File: src/rtl/cnn_out_pkg.sv
// cnn_out_pkg: types and helpers shared by the CNN output stages
// (the class-sum accumulator and the argmax comparator).
//   state_t     : output FSM states
//   N_CLASSES   : number of classes
//   SUM_WIDTH   : width of the per-class sums presented downstream
//   sat_narrow  : clamps a wide signed value into a dw-bit signed range
package cnn_out_pkg;

  typedef enum logic {
    ACCUM   = 1'b0,
    PRESENT = 1'b1
  } state_t;

  localparam int N_CLASSES = 10;
  localparam int SUM_WIDTH = 16;

  // The value is carried in 64 bits so one function serves any accumulator
  // width. The caller truncates the result to dw bits; once clamped it fits.
  function automatic logic signed [63:0] sat_narrow(input logic signed [63:0] acc,
                                                    input int dw);
    logic signed [63:0] hi;
    logic signed [63:0] lo;
    hi = (64'sd1 <<< (dw - 1)) - 64'sd1;
    lo = -(64'sd1 <<< (dw - 1));
    if (acc > hi) begin
      sat_narrow = hi;
    end else if (acc < lo) begin
      sat_narrow = lo;
    end else begin
      sat_narrow = acc;
    end
  endfunction

endpackage

File: src/rtl/sat_add.sv
// sat_add: one signed accumulator lane.
// Build option: SUM_SATURATE_EN defined -> the add saturates at the
// ACC_WIDTH signed limits; undefined -> the add wraps modulo 2^ACC_WIDTH.
// Ports:
//   clk, rst : clock, synchronous active-high reset
//   add_en   : add addend into the accumulator this cycle
//   clr      : clear the accumulator to 0. Never coincides with add_en
//              in this design.
//   addend   : signed DATA_WIDTH value, sign-extended before the add
//   acc      : registered ACC_WIDTH signed accumulator
module sat_add #(
  parameter int ACC_WIDTH  = 24,
  parameter int DATA_WIDTH = 16
) (
  input  logic                         clk,
  input  logic                         rst,
  input  logic                         add_en,
  input  logic                         clr,
  input  logic signed [DATA_WIDTH-1:0] addend,
  output logic signed [ACC_WIDTH-1:0]  acc
);

  logic signed [ACC_WIDTH-1:0] ext;
  logic signed [ACC_WIDTH-1:0] nxt;

  assign ext = ACC_WIDTH'(addend);

`ifdef SUM_SATURATE_EN
  // Add with one guard bit. If the top two bits differ, the signed add overflowed.
  logic signed [ACC_WIDTH:0] wide;
  assign wide = (ACC_WIDTH + 1)'(acc) + (ACC_WIDTH + 1)'(ext);

  always_comb begin
    nxt = wide[ACC_WIDTH-1:0];
    if (wide[ACC_WIDTH] != wide[ACC_WIDTH-1]) begin
      nxt = wide[ACC_WIDTH] ? {1'b1, {(ACC_WIDTH - 1){1'b0}}}
                            : {1'b0, {(ACC_WIDTH - 1){1'b1}}};
    end
  end
`else
  assign nxt = acc + ext;
`endif

  always_ff @(posedge clk) begin
    if (rst || clr) begin
      acc <= '0;
    end else if (add_en) begin
      acc <= nxt;
    end
  end

endmodule

File: src/rtl/class_sum_accumulator.sv
// class_sum_accumulator: keeps one running sum per class of signed partial
// products. After the last beat of an image it presents the whole sum
// vector to the argmax comparator with a valid/ready handshake, then clears.
// Build option: SUM_SATURATE_EN (saturating adds and clamped outputs;
// when undefined, adds wrap and outputs are truncated).
// Ports:
//   clk, rst            : clock, synchronous active-high reset
//   in_valid / in_ready : beat handshake
//   in_data             : signed partial product
//   in_class            : target class. A value >= N_MATS is flagged and
//                         not accumulated.
//   in_last             : final beat of the current image
//   sum[N_MATS]         : per-class sums, signed, derived from registers
//   out_valid/out_ready : sum vector handshake
//   class_err           : sticky out-of-range class flag, cleared by rst
//
// state   | meaning
// ACCUM   | accepting beats, accumulating per class
// PRESENT | sum vector valid, input stalled until out_ready
module class_sum_accumulator import cnn_out_pkg::*; #(
  parameter  int DATA_WIDTH = SUM_WIDTH,
  parameter  int N_MATS     = N_CLASSES,
  parameter  int ACC_WIDTH  = 24,
  localparam int CLS_W      = (N_MATS > 1) ? $clog2(N_MATS) : 1
) (
  input  logic                         clk,
  input  logic                         rst,
  input  logic                         in_valid,
  output logic                         in_ready,
  input  logic signed [DATA_WIDTH-1:0] in_data,
  input  logic [CLS_W-1:0]             in_class,
  input  logic                         in_last,
  output logic signed [DATA_WIDTH-1:0] sum [N_MATS-1:0],
  output logic                         out_valid,
  input  logic                         out_ready,
  output logic                         class_err
);

  state_t state;
  state_t state_nxt;
  logic   accept;
  logic   clear;
  logic   bad_class;
  logic signed [ACC_WIDTH-1:0] acc [N_MATS-1:0];

  always_ff @(posedge clk) begin
    if (rst) begin
      state <= ACCUM;
    end else begin
      state <= state_nxt;
    end
  end

  always_comb begin
    state_nxt = state;
    in_ready  = 1'b0;
    out_valid = 1'b0;
    case (state)
      ACCUM: begin
        in_ready = 1'b1;
        if (in_valid && in_last) begin
          state_nxt = PRESENT;
        end
      end
      PRESENT: begin
        out_valid = 1'b1;
        if (out_ready) begin
          state_nxt = ACCUM;
        end
      end
    endcase
  end

  assign accept    = in_valid && in_ready;
  assign clear     = out_valid && out_ready;
  assign bad_class = 32'(in_class) >= N_MATS;

  always_ff @(posedge clk) begin
    if (rst) begin
      class_err <= 1'b0;
    end else if (accept && bad_class) begin
      class_err <= 1'b1;
    end
  end

  // An out-of-range class matches no lane, so it is dropped without any
  // extra gating.
  for (genvar i = 0; i < N_MATS; i++) begin : g_lane
    sat_add #(
      .ACC_WIDTH (ACC_WIDTH),
      .DATA_WIDTH(DATA_WIDTH)
    ) u_lane (
      .clk   (clk),
      .rst   (rst),
      .add_en(accept && (in_class == CLS_W'(i))),
      .clr   (clear),
      .addend(in_data),
      .acc   (acc[i])
    );
  end

  // sum depends only on the accumulator flops. This keeps the vector stable
  // while PRESENT stalls, and it is valid in the first PRESENT cycle.
  always_comb begin
    for (int i = 0; i < N_MATS; i++) begin
`ifdef SUM_SATURATE_EN
      sum[i] = DATA_WIDTH'(sat_narrow(64'(acc[i]), DATA_WIDTH));
`else
      sum[i] = DATA_WIDTH'(acc[i]);
`endif
    end
  end

endmodule

File: config.mk
export PLATFORM = sky130hd
export DESIGN_NAME = class_sum_accumulator
export DESIGN_NICKNAME = d
export VERILOG_FILES = /design/src/rtl/cnn_out_pkg.sv /design/src/rtl/sat_add.sv /design/src/rtl/class_sum_accumulator.sv
export SDC_FILE = /design/constraint.sdc
export NUM_CORES = 1
export LEC_CHECK = 0
export ABC_AREA = 1
export BUFFER_PORTS_ARGS = -buffer_cell sky130_fd_sc_hd__buf_2
export CORE_ASPECT_RATIO = 1.1
export CORE_MARGIN = 10
export CORE_UTILIZATION = 38
export DETAILED_ROUTE_END_ITERATION = 12
export MAX_ROUTING_LAYER = met4
export SYNTH_ARGS = -nofsm -noshare
export SYNTH_HDL_FRONTEND = slang
export SYNTH_HIERARCHICAL = 1
export SYNTH_SLANG_ARGS = --single-unit
File: constraint.sdc
create_clock -name clk -period 3.8 [get_ports clk]
set_input_delay 0.19 -clock clk [delete_from_list [all_inputs] [get_ports clk]]
set_output_delay 0.19 -clock clk [all_outputs]
set_load 0.02 [all_outputs]
* Yosys cells after proc, flatten, opt, wreduce, memory -nomap -nowiden
Index checks and enable logic that the tools add are counted.
** Storage, ports and cells
- Flip-flop bits (word level) :: 242
- Input port bits :: 25
** Operators by class
- Add/sub/neg operators :: 10
- Order comparisons :: 1
- Equal/unequal tests :: 9
- Muxes and demuxes :: 5
- Bitwise logic cells :: 1
- Reduce and logical (&&, ||, !) cells :: 16
** Operator list (number)
- $add A24 B16 Y24 :: 10
- $eq A4 B3 Y1 const B :: 4
- $logic_and A1 B1 Y1 :: 14
- $eq A4 B2 Y1 const B :: 2
- $eq A4 B4 Y1 const B :: 2
- $eq A4 B1 Y1 const B :: 1
- $ge A4 B4 Y1 const B :: 1
- $logic_not A4 Y1 :: 1
- $mux W1 :: 4
- $pmux W1 S2 :: 1
- $logic_or A1 B1 Y1 :: 1
- $not A1 Y1 :: 1

* Depth between registers and ports, before layout
- Depth after elaboration :: 3
- Gate-level depth with buffers :: 13
- Gate-level depth less buffers :: 13

* Cells and area by module
The synthesis kept the hierarchy.
** By module, submodules not included
- sat_add (g_lane[1].u_lane ...) :: instances 4, cells each 478, area each 2653.8 µm², seq. area each 480.5 µm²
- sat_add (g_lane[5].u_lane ...) :: instances 4, cells each 474, area each 2612.5 µm², seq. area each 480.5 µm²
- sat_add (g_lane[0].u_lane) :: instances 1, cells each 486, area each 2631.3 µm², seq. area each 480.5 µm²
- sat_add (g_lane[9].u_lane) :: instances 1, cells each 483, area each 2620.0 µm², seq. area each 480.5 µm²
- class_sum_accumulator :: instances 1, cells each 38, area each 215.2 µm², seq. area each 40.0 µm²

* Least setup slack after synthesis
Ideal clock, no wire load.
- Path type :: register to register
- From :: register g_lane[9].u_lane.acc[0]
- To :: register g_lane[9].u_lane.acc[12]
- Arrival :: 1710 ps
- Path slack :: 1977 ps
- Stages on the path, launching flop included :: 13
- Cell sequence :: dfxtp_1 -> ha_1 -> fa_1 -> nand2_1 -> nand2_1 -> nand2_1 -> o21ai_2 -> nand2_1 -> nand2_1 -> nand2_1 -> nand2_1 -> o21ai_1 -> inv_1
** On the way
- Cells in the longest elaborated chain, start to end :: 1
** RTL lines
- start: declaration :: line sat_add.sv:20 : output logic signed [ACC_WIDTH-1:0] acc
- start signal: assignment :: line sat_add.sv:48 : acc <= nxt;
- $add A24 B16 Y24 :: line sat_add.sv:41 : assign nxt = acc + ext;
No other way between the ends.
A chain may end at the register's enable or synchronous reset.

* Worst setup path in the final report
- From :: register state
- To :: register g_lane[2].u_lane.acc[3]
** On the way
- Cells in the longest elaborated chain, start to end :: 3
- Elaborated cells on any way between the ends :: 6
** RTL lines
- start: declaration :: line class_sum_accumulator.sv:39 : state_t state;
- start signal: assignment :: line class_sum_accumulator.sv:50 : state <= state_nxt;
- $mux W1 :: line class_sum_accumulator.sv:58 : case (state)
- $logic_and A1 B1 Y1, on equally long branches :: line class_sum_accumulator.sv:74, class_sum_accumulator.sv:75
- $logic_and A1 B1 Y1 or $logic_or A1 B1 Y1 (tied branches) :: line class_sum_accumulator.sv:95, sat_add.sv:45
- end signal: assignment :: line sat_add.sv:48
- end: declaration :: line sat_add.sv:20
Parallel ways exist; a longest one is shown, timed or not.

==> summary.txt <==
Route
  – Avg WL per Cell: 14.4 µm
  – DRC errors left: 0
  – Vias per cell: approximately 4.6
  – Routed WL: between 50000 and 60000 µm
  – First-pass DRT Iterations: 5
  – Antenna Nets Post-Route: 0
  – Initial DRC count: 700
  – Vias: around 16000

Floorplanning
  – Die X: 217 µm
  – Core Region: about 42000 µm²
  – Num ports: 188
  – Num rows: 79
  – Die height: 237 µm
  – Total die area: approximately 52000 µm²
  – Initial core utilization: 0.385

Setup path
  – Crit-path slowest cell: nor2_1
  – CP max FO: 11
  – Crit path arrival time: approximately 2700 ps
  – Worst R2R Start: state
  – CP bufs+invs: 2
  – Critical-path cell list: nor2_4 -> nand3b_4 -> nor2_1 -> inv_1 -> o21ai_0 -> inv_1
  – Worst path required time: 4150 ps
  – Critical path class: flip-flop to flip-flop
  – Largest stage delay on the critical path: 740 ps
  – Crit start category: flip-flop
  – Crit path max-delay family: simple AND/OR/NAND/NOR gates
  – Crit-path most repeated cell: inv_1
  – Crit end category: flip-flop
  – Crit path from: state

Min path
  – Hold Path Origin: in_last
  – Worst hold path type: primary input to flip-flop

CTS
  – Clock-pin slew on the worst setup and hold paths: 70 ps
  – TritonCTS Buffers: 17
  – CTS H-Tree Depth: 4
  – CTS tree: yes
  – Clock latency on the worst-skew pair: 470 ps
  – Post-CTS Setup Repair Bufs: 0
  – Clock Root Buffer: clkbuf_16
  – CTS Buffer Depth: 2
  – CTS Sinks: 162

Timing
  – Worst Tran Pin Value: 1010 ps
  – Max Slew Vio Count: 0
  – Worst slew margin: 0.326
  – TNS Setup: 0 ps
  – RSZ-0062 raised after global routing: no
  – Final Hold Vio Count: 0
  – Period Utilization, post-route: 0.621
  – Final Critical Period: ~2400 ps
  – Final WS setup: 1440 ps
  – Highest clock rate: 424 MHz
  – # setup viols final: 0
  – Hold WS: 31.3 ps
  – Clock skew: 13.3 ps

Synthesis
  – Syn. warnings: 6
  – Syn Inst Count: 2768
  – Synthesized area: 16300 µm²
  – Synth Net Count: around 3000
  – Average size of a mapped cell: roughly 5.9 µm²

Power and ir drop
  – Worst vdd ir: 0.000320 V
  – Total leakage power: 11.4 nW
  – PwrDens: 255 nW/µm²

Layout
  – Design area: ~18000 µm²
  – Share of cells above drive strength 1: 0.137
  – Most common cell after layout, fill and taps aside: nand2_1
  – Layout Utilization: 0.431
  – Most frequent cells in the layout: nand2_1 (793), inv_1 (584), nor2_1 (368)
  – Area Overhead vs Synth: 12.0%
  – Final net count: 3110
  – # diodes: 0

Global route
  – Initial antenna violation count: 1
  – Global-route wire length before repair: 79400 µm
  – Vias in the first global route: around 15000
  – Largest net degree at the start of global routing: 23
  – Total track usage: 0.200
  – Total gr overflow: 0

Place
  – PortBufs: 187
  – HPWL Detailed: about 38000 µm
  – Gpl congestion: between 0.9 and 1
  – Post-Place Worst Slack: between 1000 and 1500 ps
  – Placed inst area: 17600 µm²

Run status
  – Outcome: completed

Flow run
  – MaxCap Viol Count: 0
metal layers:
layer | global-route usage | part of all wire | up-vias
met5 | - | 0 | -
met4 | 0.0742 | 0.032 | 0
met3 | 0.0395 | 0.048 | 80
met2 | 0.340 | 0.48 | 254
met1 | 0.229 | 0.44 | 7071
li1 | - | - | 8555
power breakdown:
group	internal (mW)	switching (mW)	total, mW
logic	0.276	0.619	0.895
clock network	1.18	0.813	2.00
registers	1.73	0.0312	1.76
total	3.19	1.46	4.65
metrics by stage:
step / power, mW / instances
2_1_floorplan: 2.44 / 2768
3_3_place_gp: 2.68 / 3462
3_5_place_dp: 2.70 / 3462
4_1_cts: 4.72 / 3494
5_1_grt: 4.89 / 3494
6_report: 4.65 / 3494
sequential cells by signal, summed over array words and instances, names as in the netlist:
name and count:
class_err 1, g_lane.u_lane/acc 160, state 1
final timing paths:
kind                             endpoint  slack, ps  cells after the start
hold reg to reg                 class_err        460                      2
setup reg to reg  g_lane[2].u_lane/acc[3]       1440                      6
hold / removal                      state         30                      3
setup / recovery  g_lane[2].u_lane/acc[3]       1440                      6
layout make-up:
type	count	area [µm²]
Clock inverter	12	205
Fill cell	4603	24100
Tap cell	567	709
Clock buffer	19	443
Timing Repair Buffer	198	1020
Multi-Input combinational cell	1939	10400
Sequential cell	162	3240
Inverter	597	2240
worst min-delay path, stage by stage:
cell and delay (ps):
buf_2 70, a21oi_1 50, nor3_1 130
repair_timing:
action / in CTS / in global routing
endpoints found under the setup margin: 0 / 0
hold buffers: 1 / 0
hold endpoints to repair: 1 / 0
gates resized for setup: 0 / 0
Power figures use the tool's default switching activity.
